**src/rtl/mult_arb_pkg.sv**
```systemverilog
// rtl/mult_arb_pkg.sv - shared types, defaults and round-robin pick helper for mult_share_arb
package mult_arb_pkg;

    localparam int WIDTH_D   = 8;
    localparam int N_REQ_D   = 4;
    localparam int MUL_LAT_D = 2;

    // Helper widths sized for the largest supported requester count (8).
    localparam int MAX_REQ  = 8;
    localparam int MAX_ID_W = 3;

    // One tag pipe entry: valid bit plus the requester index it belongs to.
    typedef struct packed {
        logic                v;
        logic [MAX_ID_W-1:0] id;
    } tag_t;

    typedef struct packed {
        logic                found;
        logic [MAX_ID_W-1:0] idx;
    } pick_t;

    // First set bit of valid at or after ptr, wrapping at n lanes.
    function automatic pick_t rr_pick(
        input logic [MAX_REQ-1:0]  valid,
        input logic [MAX_ID_W-1:0] ptr,
        input int                  n
    );
        pick_t r;
        int    idx;
        r = '0;
        for (int k = 0; k < MAX_REQ; k++) begin
            idx = int'(ptr) + k;
            if (idx >= n) begin
                idx = idx - n;
            end
            if ((k < n) && !r.found && valid[idx[MAX_ID_W-1:0]]) begin
                r.found = 1'b1;
                r.idx   = idx[MAX_ID_W-1:0];
            end
        end
        return r;
    endfunction

endpackage

```
**src/rtl/rr_arbiter.sv**
```systemverilog
// rtl/rr_arbiter.sv - pointer-based round-robin arbiter with combinational grant
module rr_arbiter
    import mult_arb_pkg::*;
#(
    parameter int N_REQ = N_REQ_D,
    parameter int ID_W  = 2
) (
    input  logic             CLK,
    input  logic             RST,
    input  logic             en,
    input  logic [N_REQ-1:0] valid,
    output logic [N_REQ-1:0] ready,
    output logic [ID_W-1:0]  grant,
    output logic             transfer
);

    logic [ID_W-1:0]     ptr;
    logic [MAX_REQ-1:0]  valid_ext;
    logic [MAX_ID_W-1:0] ptr_ext;
    pick_t               pick;
    logic                unused_pick;

    assign unused_pick = &{1'b0, pick};

    // Search from the pointer; ready is one-hot on the granted lane only when enabled.
    always_comb begin
        valid_ext              = '0;
        valid_ext[N_REQ-1:0]   = valid;
        ptr_ext                = '0;
        ptr_ext[ID_W-1:0]      = ptr;
        pick                   = rr_pick(valid_ext, ptr_ext, N_REQ);
        grant                  = pick.idx[ID_W-1:0];
        transfer               = en & pick.found;
        ready                  = '0;
        if (transfer) begin
            ready[grant] = 1'b1;
        end
    end

    // Pointer moves just past the granted lane on a transfer, otherwise holds.
    always_ff @(posedge CLK or negedge RST) begin
        if (!RST) begin
            ptr <= '0;
        end else if (transfer) begin
            if (grant == ID_W'(N_REQ - 1)) begin
                ptr <= '0;
            end else begin
                ptr <= grant + 1'b1;
            end
        end
    end

endmodule

```
**src/rtl/mult_share_arb.sv**
```systemverilog
// rtl/mult_share_arb.sv - shares one pipelined multiplier among N_REQ requesters
module mult_share_arb
    import mult_arb_pkg::*;
#(
    parameter int WIDTH   = WIDTH_D,
    parameter int N_REQ   = N_REQ_D,
    parameter int MUL_LAT = MUL_LAT_D,
    parameter int ID_W    = 2
) (
    input  logic                   CLK,
    input  logic                   RST,
    input  logic                   en,
    input  logic [N_REQ-1:0]       req_valid,
    output logic [N_REQ-1:0]       req_ready,
    input  logic [N_REQ*WIDTH-1:0] req_mx,
    input  logic [N_REQ*WIDTH-1:0] req_my,
    output logic [WIDTH-1:0]       mul_mx,
    output logic [WIDTH-1:0]       mul_my,
    input  logic [2*WIDTH-1:0]     mul_product,
    output logic [N_REQ-1:0]       rsp_valid,
    output logic [ID_W-1:0]        rsp_id,
    output logic [2*WIDTH-1:0]     rsp_product,
    output logic [ID_W+1:0]        inflight,
    output logic                   idle
);

    logic [ID_W-1:0]     grant;
    logic                transfer;
    logic [MAX_ID_W-1:0] grant_ext;
    logic [WIDTH-1:0]    lane_mx [N_REQ];
    logic [WIDTH-1:0]    lane_my [N_REQ];
    tag_t                pipe [MUL_LAT+1];
    tag_t                tail;
    logic                unused_tail;

    rr_arbiter #(
        .N_REQ (N_REQ),
        .ID_W  (ID_W)
    ) u_arb (
        .CLK      (CLK),
        .RST      (RST),
        .en       (en),
        .valid    (req_valid),
        .ready    (req_ready),
        .grant    (grant),
        .transfer (transfer)
    );

    assign tail        = pipe[MUL_LAT];
    assign unused_tail = &{1'b0, tail};
    assign idle        = (inflight == '0) && !(|req_ready);

    // Unpack lane operands and widen the grant index into the tag format.
    always_comb begin
        for (int i = 0; i < N_REQ; i++) begin
            lane_mx[i] = req_mx[i*WIDTH +: WIDTH];
            lane_my[i] = req_my[i*WIDTH +: WIDTH];
        end
        grant_ext            = '0;
        grant_ext[ID_W-1:0]  = grant;
    end

    // Operand registers load only on a transfer; held values produce ignored products.
    always_ff @(posedge CLK or negedge RST) begin
        if (!RST) begin
            mul_mx <= '0;
            mul_my <= '0;
        end else if (transfer) begin
            mul_mx <= lane_mx[grant];
            mul_my <= lane_my[grant];
        end
    end

    // Tag pipe mirrors the multiplier latency so the tail lines up with mul_product.
    always_ff @(posedge CLK or negedge RST) begin
        if (!RST) begin
            for (int i = 0; i <= MUL_LAT; i++) begin
                pipe[i] <= '0;
            end
        end else begin
            pipe[0] <= '{v: transfer, id: grant_ext};
            for (int i = 1; i <= MUL_LAT; i++) begin
                pipe[i] <= pipe[i-1];
            end
        end
    end

    // Capture the product and route it back as a single-cycle one-hot valid.
    always_ff @(posedge CLK or negedge RST) begin
        if (!RST) begin
            rsp_valid   <= '0;
            rsp_id      <= '0;
            rsp_product <= '0;
        end else begin
            rsp_valid <= '0;
            if (tail.v) begin
                rsp_product <= mul_product;
                rsp_id      <= tail.id[ID_W-1:0];
                rsp_valid   <= N_REQ'(1) << tail.id[ID_W-1:0];
            end
        end
    end

    // Count accepted ops not yet answered; accept and respond together cancel out.
    always_ff @(posedge CLK or negedge RST) begin
        if (!RST) begin
            inflight <= '0;
        end else begin
            case ({transfer, tail.v})
                2'b10:   inflight <= inflight + 1'b1;
                2'b01:   inflight <= inflight - 1'b1;
                default: inflight <= inflight;
            endcase
        end
    end

endmodule

```
**config.mk**
```make
export PLATFORM = sky130hd
export DESIGN_NAME = mult_share_arb
export DESIGN_NICKNAME = d
export VERILOG_FILES = /design/src/rtl/mult_arb_pkg.sv /design/src/rtl/rr_arbiter.sv /design/src/rtl/mult_share_arb.sv
export SDC_FILE = /design/constraint.sdc
export NUM_CORES = 1
export LEC_CHECK = 0
export BUFFER_PORTS_ARGS = -buffer_cell sky130_fd_sc_hd__buf_2
export CELL_PAD_IN_SITES_DETAIL_PLACEMENT = 1
export CELL_PAD_IN_SITES_GLOBAL_PLACEMENT = 2
export CORE_MARGIN = 3
export CORE_UTILIZATION = 29
export DETAILED_ROUTE_END_ITERATION = 7
export PLACE_DENSITY = 0.79
export SLEW_MARGIN = 30
export SYNTH_ARGS = -nofsm -noshare
export SYNTH_HDL_FRONTEND = slang
export SYNTH_HIERARCHICAL = 1
export SYNTH_SLANG_ARGS = --single-unit
export TNS_END_PERCENT = 10
```
**constraint.sdc**
```tcl
create_clock -name CLK -period 3.8 [get_ports CLK]
set_input_delay 0.95 -clock CLK [delete_from_list [all_inputs] [get_ports CLK]]
set_output_delay 0.95 -clock CLK [all_outputs]
set_load 0.005 [all_outputs]
```
---- Word level (Yosys, flattened, before mapping) ----
Cells that the tools add are included.
cells by class
  bitwise logic cells ..................... 2
  multiply operators ...................... 0
  eq/ne operators ......................... 3
  shifts and indexed selects .............. 1
  div/mod/pow operators ................... 0
  add/sub/neg operators ................... 10
  reduce and logical (&&, ||, !) cells .... 12
  order comparisons ....................... 11
  muxes and demuxes ....................... 28
operators by type and width
  operator                                                                              count
  32-bit by 4-bit greater-or-equal comparator with 1-bit output, second input constant  3
  8-bit binary-select mux with 2-bit select                                             2
  8-bit two-way mux                                                                     4
  4-bit two-way mux                                                                     6
  3-bit by 4-bit < comparator with 1-bit output, second input constant                  4
  1-bit binary-select mux with 3-bit select                                             4
  3-bit two-way mux                                                                     4
  3-bit subtractor, second input constant                                               3
  4-bit one-hot mux with 2 select lines                                                 1
  2-bit by 2-bit adder with 3-bit output, second input constant                         2
  1-bit logical AND                                                                     5
  1-bit two-way mux                                                                     5
  4-bit by 1-bit adder with 4-bit output, second input constant                         1
  2-bit equality test, second input constant                                            2
  1-bit zero test                                                                       4
  4-bit zero test                                                                       1
  4-bit OR reduction                                                                    1
  1-bit by 2-bit << shifter with 4-bit output, first input constant                     1
  4-bit by 1-bit subtractor with 4-bit output, second input constant                    1
  2-bit by 1-bit adder with 3-bit output, second input constant                         1
  2-bit by 3-bit greater-or-equal comparator with 1-bit output, second input constant   1
  3-bit greater-or-equal comparator, second input constant                              1
  2-bit by 3-bit < comparator with 1-bit output, second input constant                  1
  2-bit inverter with 3-bit output                                                      1
  8 further kinds                                                                       8
storage, ports and cells
  memory bits (writable) .................. 0
  output and inout port bits .............. 47
  input port bits ......................... 87
  bits in registers ....................... 53
  memories kept ........................... 0
  bits in read-only memories .............. 0
  logic and storage cells ................. 80
  bits in latches ......................... 0

---- Logic depth before layout (Yosys ltp) ----
Gate-level depths: netlist (run 1).
  depth in word-level cells ............... 22
  depth in mapped cells ................... 12
  depth with buffers taken out ............ 10

---- Hierarchy ----
Netlist (run 1), hierarchy kept.
modules (own cells, without submodules)
  module          area an instance (um^2)  cells each  seq. area each (um^2)  times used
  mult_share_arb  2332.2                   137         1276.2                 1
  rr_arbiter      282.8                    31          50.0                   1

---- Worst setup path before layout (run 1) ----
OpenSTA, ideal clock, no wires.
  path type ............................... input to output
  start point ............................. input port req_valid[0]
  end point ............................... output port idle
  required time ........................... 2.850 ns
  buffers on the path ..................... 0
  arrival time ............................ 2.431 ns
  stages on the path ...................... 7
  path slack .............................. 0.419 ns
  cell sequence ........................... and2b_1 > a2111oi_4 > nor2_1 > ha_1 > and2_1 > or4_1 > nor2_1
on the way
  longest elaborated chain between the ends .. 20
  elaborated cells between the ends (all ways) .. 28
  those cells by class .................... order compare (2); mux (15); bitwise (1); reduce/logical (10)
ends and longest elaborated chain
  what                                       RTL line              source
  start: declaration                         mult_share_arb.sv:13  input logic [N_REQ-1:0] req_valid,
  1-bit binary-select mux with 3-bit select  mult_arb_pkg.sv:37    if ((k < n) && !r.found && valid[idx[MAX_ID_W-1:0]]) begin
  1-bit two-way mux (not written as such)    mult_arb_pkg.sv:37
  4-bit two-way mux                          mult_arb_pkg.sv:37
  1-bit zero test                            mult_arb_pkg.sv:37
  1-bit logical AND                          mult_arb_pkg.sv:37
  4-bit two-way mux                          mult_arb_pkg.sv:37
  1-bit zero test                            mult_arb_pkg.sv:37
  1-bit logical AND                          mult_arb_pkg.sv:37
  [5 not listed]                             -
  1-bit logical AND (not written as such)    rr_arbiter.sv:36      ready[grant] = 1'b1;
  1-bit two-way mux (not written as such)    rr_arbiter.sv:36
  1-bit demux with 2-bit select              -
  4-bit two-way mux (*)                      rr_arbiter.sv:35      if (transfer) begin
  via req_ready[0]                           mult_share_arb.sv:14  output logic [N_REQ-1:0] req_ready,
  4-bit OR reduction (*)                     mult_share_arb.sv:51  assign idle = (inflight == '0) && !(|req_ready);
  1-bit zero test (*)                        mult_share_arb.sv:51
  1-bit logical AND (*)                      mult_share_arb.sv:51
  end: declaration                           mult_share_arb.sv:24  output logic idle
The timed path passes the listed nets; every way through them passes the cells marked *. The select of a mux whose other input is x is not followed.

---- Final worst setup path (run 1) ----
  start point ............................. input port req_valid[0]
  end point ............................... output port idle
on the way
  longest elaborated chain between the ends .. 20
  elaborated cells between the ends (all ways) .. 28
  those cells by class .................... order compare (2); mux (15); bitwise (1); reduce/logical (10)
ends and longest elaborated chain
  what                                                                                                                                                 RTL line
  1-bit binary-select mux with 3-bit select                                                                                                            mult_arb_pkg.sv:37
  1-bit two-way mux (not written as such)                                                                                                              mult_arb_pkg.sv:37
  4-bit two-way mux                                                                                                                                    mult_arb_pkg.sv:37
  1-bit zero test                                                                                                                                      mult_arb_pkg.sv:37
  1-bit logical AND                                                                                                                                    mult_arb_pkg.sv:37
  4-bit two-way mux                                                                                                                                    mult_arb_pkg.sv:37
  1-bit zero test                                                                                                                                      mult_arb_pkg.sv:37
  1-bit logical AND                                                                                                                                    mult_arb_pkg.sv:37
  [4 not listed]                                                                                                                                       -
  2-bit by 3-bit < comparator with 1-bit output (not written as such) or 2-bit by 1-bit greater-or-equal comparator with 1-bit output (tied branches)  rr_arbiter.sv:36
  1-bit logical AND (not written as such)                                                                                                              rr_arbiter.sv:36
  1-bit two-way mux (not written as such)                                                                                                              rr_arbiter.sv:36
  1-bit demux with 2-bit select                                                                                                                        -
  4-bit two-way mux (*)                                                                                                                                rr_arbiter.sv:35
  4-bit OR reduction (*)                                                                                                                               mult_share_arb.sv:51
  1-bit zero test (*)                                                                                                                                  mult_share_arb.sv:51
  1-bit logical AND (*)                                                                                                                                mult_share_arb.sv:51
Mark *: on every way between the ends. The rest lies on a longest branch, timed or not. The select of a mux whose other input is x is not followed.

==> results.md, run 1 <==
- Status: completed
- Syn-to-layout area delta: 33.5%
- Post-synthesis sequential area ratio: 0.507
- Die area: slightly above 10000 um^2
- CTS Hold Bufs: 0
- CP endpoint kind: primary output
- HP Class: reg -> reg
- Share of synthesized registers carrying an async set or reset: 1.00
- Top_reg_cell synth: dfrtp_1
- Critical path class: in -> out
- Period utilisation layout: 0.967
- Slew HR: 0.503
- Die width: 101 um
- Total Power: between 1500 and 2000 uW
- Post-Syn Nets: 262
- Initial Utilization: 0.300
- Gr usage total: 0.119
- Yosys top cell by area: dfrtp_1
- ANT cells: 0
- Period minus WS final: between 3 and 4 ns
- Fmax achieved: 0.272 GHz
- Port bufs: around 130
- Max H-tree Level: 2
- Design Area, Final: 3490 um^2
- CTS buffer count: 5
- Post-DRT Antenna Nets: 0
- Ranking of synthesized cells by area: dfrtp_1 51%, mux2_2 10%, mux4_2 8.6%
- Latest clock arrival within the worst-skew pair: about 0.30 ns
- Number of flops mapped to enable cells by yosys: 0
- Vias in the first global route: approximately 2000
- Initial drt markers: 34
- Boundary Pins: around 130
- GRT overflow: 0
- Final hold vios: 0
- Netlist cell types: 37
- MaxCap Viol Count: 0
- Slew of the pin with the lowest slew margin: ~0.75 ns
- Fin util: 0.400
- Yosys warns: 6
- Pwr dens: roughly 560 nW/um^2
- Commonest cells after routing, fill and taps aside: 133 x buf_2, 53 x dfrtp_1, 24 x mux2_2
- CTS sink cnt: 53
- Dpl hpwl: approximately 5000 um
- Row cnt: 34
- Post-CTS Setup Bufs: 0
- TNS Setup: 0 ns
- Synth top area share: 0.507
- CP Launch Type: primary input
- Root buffer selected by CTS: clkbuf_8
- Post-CTS sizing: 0
- Commonest non-fill, non-tap cell in the layout: buf_2
- Largest net degree at the start of global routing: 34
- Largest fanout on the critical path: 4
- Syn_area_per_cell: 15.6 um^2
- LEAKAGE: around 0.0017 uW
- Endpoints failing setup: 0
- Crit path DAT: ~2.7 ns
- Drt first pass iters: 3
- Setup ws final: ~0.13 ns
- Core Footprint: between 8000 and 9000 um^2
- Cells after Synth: 168
- RSZ-0062 raised after global routing: false
- Chip Height: just over 100 um
- Fraction of layout cells with a size suffix above 1: 0.629
- Clk pin slew, worst setup/hold paths: about 0.090 ns
- DP Worst Slack: approximately 0.11 ns
- Routed wire length: ~6200 um
- Synthesized area: between 2000 and 3000 um^2
- Clk_skew: around 0.0020 ns
- Drt via density: roughly 4.6
- Drt drc: 0
- Max VDD drop: about 0.00019 V
- Nets@finish: 400
- Initial antenna violation count: 0
- First-pass GRT wire length: 9690 um
- Average wire per cell in the routed design: 15.0 um
- Via count: a little under 2000
- CTS tree: done
- Placed cell area: between 3000 and 4000 um^2
- Final slew viol count: 0
- Routability cong.: a little over 0.7
- Seq cells post-synth: 53
- Worst EP required: 2.85 ns
- Clock Tree Buf Depth: 2
-- registers in the layout, summed over array words and instances (netlist names) --
register     count
u_arb/ptr        2
rsp_id           2
rsp_product     16
pipe             9
mul_my           8
mul_mx           8
inflight         4
rsp_valid        4
-- area by class of cell --
class	count	area, um^2
Multi-Input combinational cell	101	1210
Inverter	6	22.5
Timing Repair Buffer	139	711
Fill cell	958	5230
Clock inverter	2	15.0
Tap cell	108	135
Clock buffer	6	72.6
Sequential cell	53	1330
-- cells in the mapped netlist (4+ instances only) --
cell type and instances:
and2_1 4, dfrtp_1 53, ha_1 7, inv_1 5, mux2_2 24, mux2_4 10
mux4_1 6, mux4_2 10, nor2_1 6, xor2_1 4
-- through the flow --
step	instances	hold slack (ns)
finish	415	0.355
CTS	415	0.358
global route	415	0.368
detailed placement	407	0.337
global placement	407	0.335
floorplan	168	0.331
-- final timing paths --
kind                                          startpoint                     endpoint  slack (ns)  cells after the start
worst min register to register        pipe[11]$_DFF_PN0_            pipe[7]$_DFF_PN0_        0.36                      0
worst min-delay path                  pipe[11]$_DFF_PN0_            pipe[7]$_DFF_PN0_        0.36                      0
worst max-delay path                        req_valid[0]                         idle        0.13                      9
max in group asynchronous                            RST       rsp_valid[1]$_DFF_PN0_        2.32                      2
min in group asynchronous                            RST  rsp_product[12]$_DFFE_PN0P_        0.71                      1
worst max register to register  u_arb/ptr[1]$_DFFE_PN0P_        mul_my[3]$_DFFE_PN0P_        1.32                      6
-- critical path: stages --
cell and delay [ns]:
buf_2 0.13, and2b_1 0.19, a2111oi_4 0.32, nor2_1 0.12, ha_1 0.19, and2_1 0.14, or4_1 0.46, nor2_1 0.11
buf_2 0.12
-- cell families (layout without fill, tap and decap cells) --
group                      count (synthesis)  in the layout  synth area share
buffers and inverters                     14            153            0.0301
and+or+nand+nor                           24             24            0.0517
DFF                                       53             53             0.507
adders and majority gates                  7              7            0.0335
xor gates and xnor gates                   5              5            0.0167
AOI/OAI and AO/OA                         15             15            0.0536
muxes                                     50             50             0.307
-- metal layers --
metal / track usage / vias to the layer above / wire length [um]
li1: - / 895 / -
met1: 0.145 / 948 / 2470
met2: 0.207 / 78 / 3160
met3: 0.0360 / 6 / 546
met4: 0.0276 / 0 / 50
met5: 0 / - / 0
-- power by group --
part | switching (uW) | internal [uW] | leakage (uW)
Combinational | 318 | 471 | 0.00106
Sequential | 122 | 747 | 0.000632
Clock | 184 | 130 | 0.0000374
(Power assumes the default switching activity.)
==> run 2, diff against run 1 <==
- CTS_BUF_LIST: not set -> sky130_fd_sc_hd__clkbuf_8 sky130_fd_sc_hd__clkbuf_16
==> results.md, run 2 (synthesis results as in run 1) <==
- Fill count: 958 (unchanged)
- Final cell count without fillers: 415 (unchanged)
- Post-CTS Setup Bufs: 0 (unchanged)
- Grt met3 use: 0.0360 (unchanged)
- Grt met2 use: 0.207 (unchanged)
- CTS buffer count: 5 (unchanged)
- Worst EP required: 2.85 ns (about the same)
- Gr busiest metal: met2 (unchanged)
- Initial Utilization: 0.300 (unchanged)
- Period minus WS final: 3.67 ns (unchanged)
- Status: completed (unchanged)
- Largest Register: rsp_product (unchanged)
- Clock network fraction of total power: 0.158 (was 0.159)
- Fmax achieved: 0.272 GHz (unchanged)
- Endpoints failing setup: 0 (unchanged)
- MaxCap Viol Count: 0 (unchanged)
- CTS Hold Bufs: 0 (unchanged)
- Largest net degree at the start of global routing: 34 (unchanged)
- Placed cell area: 3400 um^2 (unchanged)
- HP Class: reg -> reg (unchanged)
- Period utilisation layout: 0.967 (unchanged)
- Die area: 10200 um^2 (unchanged)
- CP endpoint kind: primary output (unchanged)
- Clk_skew: 0.00202 ns (unchanged)
- Commonest cells after routing, fill and taps aside: 133 x buf_2, 53 x dfrtp_1, 24 x mux2_2 (unchanged)
- Regs by FF count: rsp_product: 16 flops, pipe: 9 flops (unchanged)
- Latest clock arrival within the worst-skew pair: 0.30 ns (about the same)
- Boundary Pins: 134 (unchanged)
- Vias in the first global route: 1986 (unchanged)
- Drt via density: 4.64 (unchanged)
- Crit path DAT: 2.72 ns (about the same)
- CTS sink cnt: 53 (unchanged)
- LEAKAGE: 0.00174 uW (was 0.00173 uW)
- Final hold vios: 0 (unchanged)
- Port bufs: 133 (unchanged)
- Pwr dens: 564 nW/um^2 (was 565 nW/um^2)
- GRT overflow: 0 (unchanged)
- Dpl hpwl: 4980 um (unchanged)
- Chip Height: 101 um (unchanged)
- Fraction of layout cells with a size suffix above 1: 0.629 (unchanged)
- Initial drt markers: 34 (unchanged)
- Hold_ws: 0.355 ns (unchanged)
- Clk pin slew, worst setup/hold paths: 0.09 ns (about the same)
- Commonest non-fill, non-tap cell in the layout: buf_2 (unchanged)
- Design Area, Final: 3490 um^2 (unchanged)
- Slew of the pin with the lowest slew margin: 0.746 ns (unchanged)
- CP Launch Type: primary input (unchanged)
- Max VDD drop: 0.000188 V (unchanged)
- Root buffer selected by CTS: clkbuf_8 (unchanged)
- Routed wire length: 6220 um (unchanged)
- Core Footprint: 8720 um^2 (unchanged)
- Routability cong.: 0.705 (unchanged)
- Comb power frac: 0.401 (was 0.400)
- Die width: 101 um (unchanged)
- Post-CTS sizing: 0 (unchanged)
- Via count: 1927 (unchanged)
- Average wire per cell in the routed design: 15.0 um (unchanged)
- Critical path class: in -> out (unchanged)
- Slew HR: 0.503 (unchanged)
- First-pass GRT wire length: 9690 um (unchanged)
- ANT cells: 0 (unchanged)
- CTS tree: done (unchanged)
- Initial antenna violation count: 0 (unchanged)
- RSZ-0062 raised after global routing: false (unchanged)
- Cells after DPL: 407 (unchanged)
- Row cnt: 34 (unchanged)
- Drt drc: 0 (unchanged)
- Largest fanout on the critical path: 4 (unchanged)
- Pint: 1340 uW (was 1350 uW)
- Post-DRT Antenna Nets: 0 (unchanged)
- Final slew viol count: 0 (unchanged)
- TNS Setup: 0 ns (unchanged)
- Gr usage total: 0.119 (unchanged)
- Net Sw Power: 624 uW (about the same)
- Max H-tree Level: 2 (unchanged)
- Nets@finish: 400 (unchanged)
- Max reg flops: 16 (unchanged)
- Drt first pass iters: 3 (unchanged)
- Sequential Power Share: 0.441 (about the same)
- Clock Tree Buf Depth: 2 (unchanged)
- M1 GR Usage: 0.145 (unchanged)
- Net Sw Frac: 0.317 (was 0.316)
- Syn-to-layout area delta: 33.5% (unchanged)
## run 2: cell types whose count changed in the layout (fill, tap and decap cells not counted), sizes merged
cell	delta
clkbuf	-1
inv	+1
## run 2: layer usage
metal,vias up,part of all wire
li1,895,-
met1,948,0.40
met2,78,0.51
met3,6,0.088
met4,0,0.0080
met5,-,0
## run 2: worst paths after layout
path | cells after the start | to | slack, ns | start
hold reg to reg | 0 | pipe[7]$_DFF_PN0_ | 0.36 | pipe[11]$_DFF_PN0_
min in group asynchronous | 1 | rsp_product[12]$_DFFE_PN0P_ | 0.71 | RST
setup / recovery | 9 | idle | 0.13 | req_valid[0]
max in group asynchronous | 2 | rsp_valid[1]$_DFF_PN0_ | 2.32 | RST
hold / removal | 0 | pipe[7]$_DFF_PN0_ | 0.36 | pipe[11]$_DFF_PN0_
setup reg to reg | 6 | mul_my[3]$_DFFE_PN0P_ | 1.32 | u_arb/ptr[1]$_DFFE_PN0P_
## run 2: final cells by class
cell class,count,area (um^2),area share
clock inverters,3,18.8,0.00537
clock buffers,5,68.8,0.0197
well taps,108,135,0.0387
flip-flops and latches,53,1330,0.380
inverters,6,22.5,0.00645
repair buffers,139,711,0.204
multi-input cells,101,1210,0.346
## run 2: critical path, cell delays in order
cell and delay, ns:
buf_2 0.13, and2b_1 0.19, a2111oi_4 0.32, nor2_1 0.12, ha_1 0.19, and2_1 0.14, or4_1 0.46, nor2_1 0.11
buf_2 0.12
## run 2: per-stage QoR
| stage | util | total power, uW | worst slack, ns |
|---|---|---|---|
| floorplan | - | 1390 | 0.419 |
| global placement | 0.390 | 1670 | 0.129 |
| detailed placement | 0.390 | 1700 | 0.112 |
| CTS | 0.400 | 2020 | 0.106 |
| global route | 0.400 | 2130 | 0.00503 |
| finish | 0.400 | 1970 | 0.126 |
## run 2: power groups by stage
stage                     Combinational, uW  Sequential, uW  Clock (uW)
after floorplan                         508             877           0
after global placement                  797             875           0
after detailed placement                814             882           0
after CTS                               814             874         333
after global routing                    875             900         350
final                                   789             869         311
==> run 3, diff against run 2 <==
- CORE_UTILIZATION: 29 -> 31
- PLACE_DENSITY: 0.79 -> 0.83
- clock period: 3.8 -> 4.4 ns (I/O delays scaled with it)
==> results.md, run 3 (synthesis results as in run 1) <==
- Max reg flops: 16 (unchanged)
- Routability cong.: 0.727 (was 0.705)
- Crit path DAT: 2.94 ns (was 2.72 ns)
- Via count: 1929 (was 1927)
- Final slew viol count: 0 (unchanged)
- Initial drt markers: 32 (was 34)
- Period minus WS final: between 4 and 5 ns
- Drt via density: 4.74 (was 4.64)
- Gr usage total: 0.132 (was 0.119)
- Cells after DPL: 399 (was 407)
- Post-DRT Antenna Nets: 0 (unchanged)
- Slew HR: 0.401 (was 0.503)
- Worst EP required: 3.30 ns (was 2.85 ns)
- Buffers & Inverters on Critical Path: 2 (unchanged)
- Root buffer selected by CTS: clkbuf_8 (unchanged)
- Pwr dens: 506 nW/um^2 (was 564 nW/um^2)
- Max VDD drop: 0.000215 V (was 0.000188 V)
- Final cell count without fillers: 407 (was 415)
- Nets@finish: 398 (was 400)
- Boundary Pins: 134 (unchanged)
- Commonest cells after routing, fill and taps aside: 133 x buf_2, 53 x dfrtp_1, 24 x mux2_2 (unchanged)
- Period utilisation layout: 0.919
- CP Launch Type: primary input (unchanged)
- Dpl hpwl: 5110 um (was 4980 um)
- Initial Utilization: 0.328 (was 0.300)
- Critical-path cell list: buf_2 > o21ai_0 > a221oi_1 > nor2_1 > ha_1 > and2_1 > or4_1 > nor2_1 > buf_2 (was buf_2 > and2b_1 > a2111oi_4 > nor2_1 > ha_1 > and2_1 > or4_1 > nor2_1 > buf_2)
- CTS tree: done (unchanged)
- Core Footprint: 7970 um^2 (was 8720 um^2)
- Max H-tree Level: 2 (unchanged)
- TNS Setup: 0 ns (unchanged)
- Setup ws final: 0.357 ns (was 0.126 ns)
- MaxCap Viol Count: 0 (unchanged)
- Drt drc: 0 (unchanged)
- Fmax achieved: between 0.2 and 0.25 GHz
- Post-CTS sizing: 0 (unchanged)
- Post-CTS Setup Bufs: 0 (unchanged)
- Largest Register: rsp_product (unchanged)
- First-pass GRT wire length: 10300 um (was 9690 um)
- Clk pin slew, worst setup/hold paths: 0.10 ns (was 0.09 ns)
- Syn-to-layout area delta: 33.6% (was 33.5%)
- Fraction of layout cells with a size suffix above 1: 0.630 (was 0.629)
- Chip Height: 97.8 um (was 101 um)
- Latest clock arrival within the worst-skew pair: 0.30 ns (about the same)
- Top delay family on crit path: simple AND/OR/NAND/NOR gates (unchanged)
- CTS buffer count: 5 (unchanged)
- Port bufs: 133 (unchanged)
- Slowest stage delay, CP: 0.46 ns (about the same)
- Final hold vios: 0 (unchanged)
- Initial antenna violation count: 0 (unchanged)
- Largest fanout on the critical path: 6 (was 4)
- Commonest non-fill, non-tap cell in the layout: buf_2 (unchanged)
- LEAKAGE: 0.00174 uW (about the same)
- Vias in the first global route: 2121 (was 1986)
- Design Area, Final: 3490 um^2 (about the same)
- CP endpoint kind: primary output (unchanged)
- Clk_skew: 0.00877 ns (was 0.00202 ns)
- Average wire per cell in the routed design: 15.8 um (was 15.0 um)
- Slew of the pin with the lowest slew margin: 0.898 ns (was 0.746 ns)
- Critical path class: in -> out (unchanged)
- Drt first pass iters: 4 (was 3)
- Largest net degree at the start of global routing: 36 (was 34)
- GRT overflow: 0 (unchanged)
- ANT cells: 0 (unchanged)
- Die area: 9570 um^2 (was 10200 um^2)
- Row cnt: 32 (was 34)
- Routed wire length: 6430 um (was 6220 um)
- DP Worst Slack: 0.370 ns (was 0.112 ns)
- Endpoints failing setup: 0 (unchanged)
- RSZ-0062 raised after global routing: false (unchanged)
- HP Class: reg -> reg (unchanged)
- Placed cell area: 3380 um^2 (was 3400 um^2)
- Die width: 97.8 um (was 101 um)
- Status: completed (unchanged)
- Clock Tree Buf Depth: 2 (unchanged)
- CP max-delay cell: or4_1 (unchanged)
- Regs by FF count: rsp_product: 16 flops, pipe: 9 flops (unchanged)
- Total Power: 1770 uW (was 1970 uW)
- CTS sink cnt: 53 (unchanged)
- CTS Hold Bufs: 0 (unchanged)
- Fill count: 855 (was 958)
-- run 3: changes by cell type in the layout (fill, tap and decap cells not counted) --
cell	before	now
buf_4	6	4
bufinv_16	0	1
inv_1	6	5
clkinvlp_4	2	0
inv_6	0	1
clkinv_2	0	1
-- run 3: per-stage QoR --
step,hold WS (ns),utilization
6_report,0.356,0.439
5_1_grt,0.364,0.439
4_1_cts,0.360,0.439
3_5_place_dp,0.336,0.424
3_3_place_gp,0.332,0.424
2_1_floorplan,0.331,-
-- run 3: routing by layer --
layer	vias to the layer above	global-route usage	part of all wire
li1	900	-	-
met5	-	0	0
met1	941	0.157	0.39
met3	7	0.0357	0.073
met4	0	0.0319	0.0089
met2	81	0.238	0.53
-- run 3: area by class of cell --
type                    count  area (um^2)  area share
repair buffers            137          696       0.199
inverters                   6         22.5     0.00644
flip-flops and latches     53         1330       0.380
well taps                 102          128      0.0365
clock inverters             3         43.8      0.0125
clock buffers               5         68.8      0.0197
multi-input cells         101         1210       0.346
-- run 3: power breakdown --
part | switching (uW) | leakage, uW | internal, uW
Combinational | 275 | 0.00105 | 406
Clock | 161 | 0.0000585 | 171
Sequential | 112 | 0.000632 | 645
Total | 548 | 0.00174 | 1220
-- run 3: worst paths after layout --
kind,cells after the start,to,slack (ns),startpoint
setup / recovery,9,idle,0.36,req_valid[3]
hold / removal,0,pipe[7]$_DFF_PN0_,0.36,pipe[11]$_DFF_PN0_
setup reg to reg,6,mul_my[7]$_DFFE_PN0P_,1.78,u_arb/ptr[1]$_DFFE_PN0P_
hold reg to reg,0,pipe[7]$_DFF_PN0_,0.36,pipe[11]$_DFF_PN0_
max in group asynchronous,2,mul_mx[5]$_DFFE_PN0P_,2.79,RST
min in group asynchronous,1,rsp_product[12]$_DFFE_PN0P_,0.85,RST
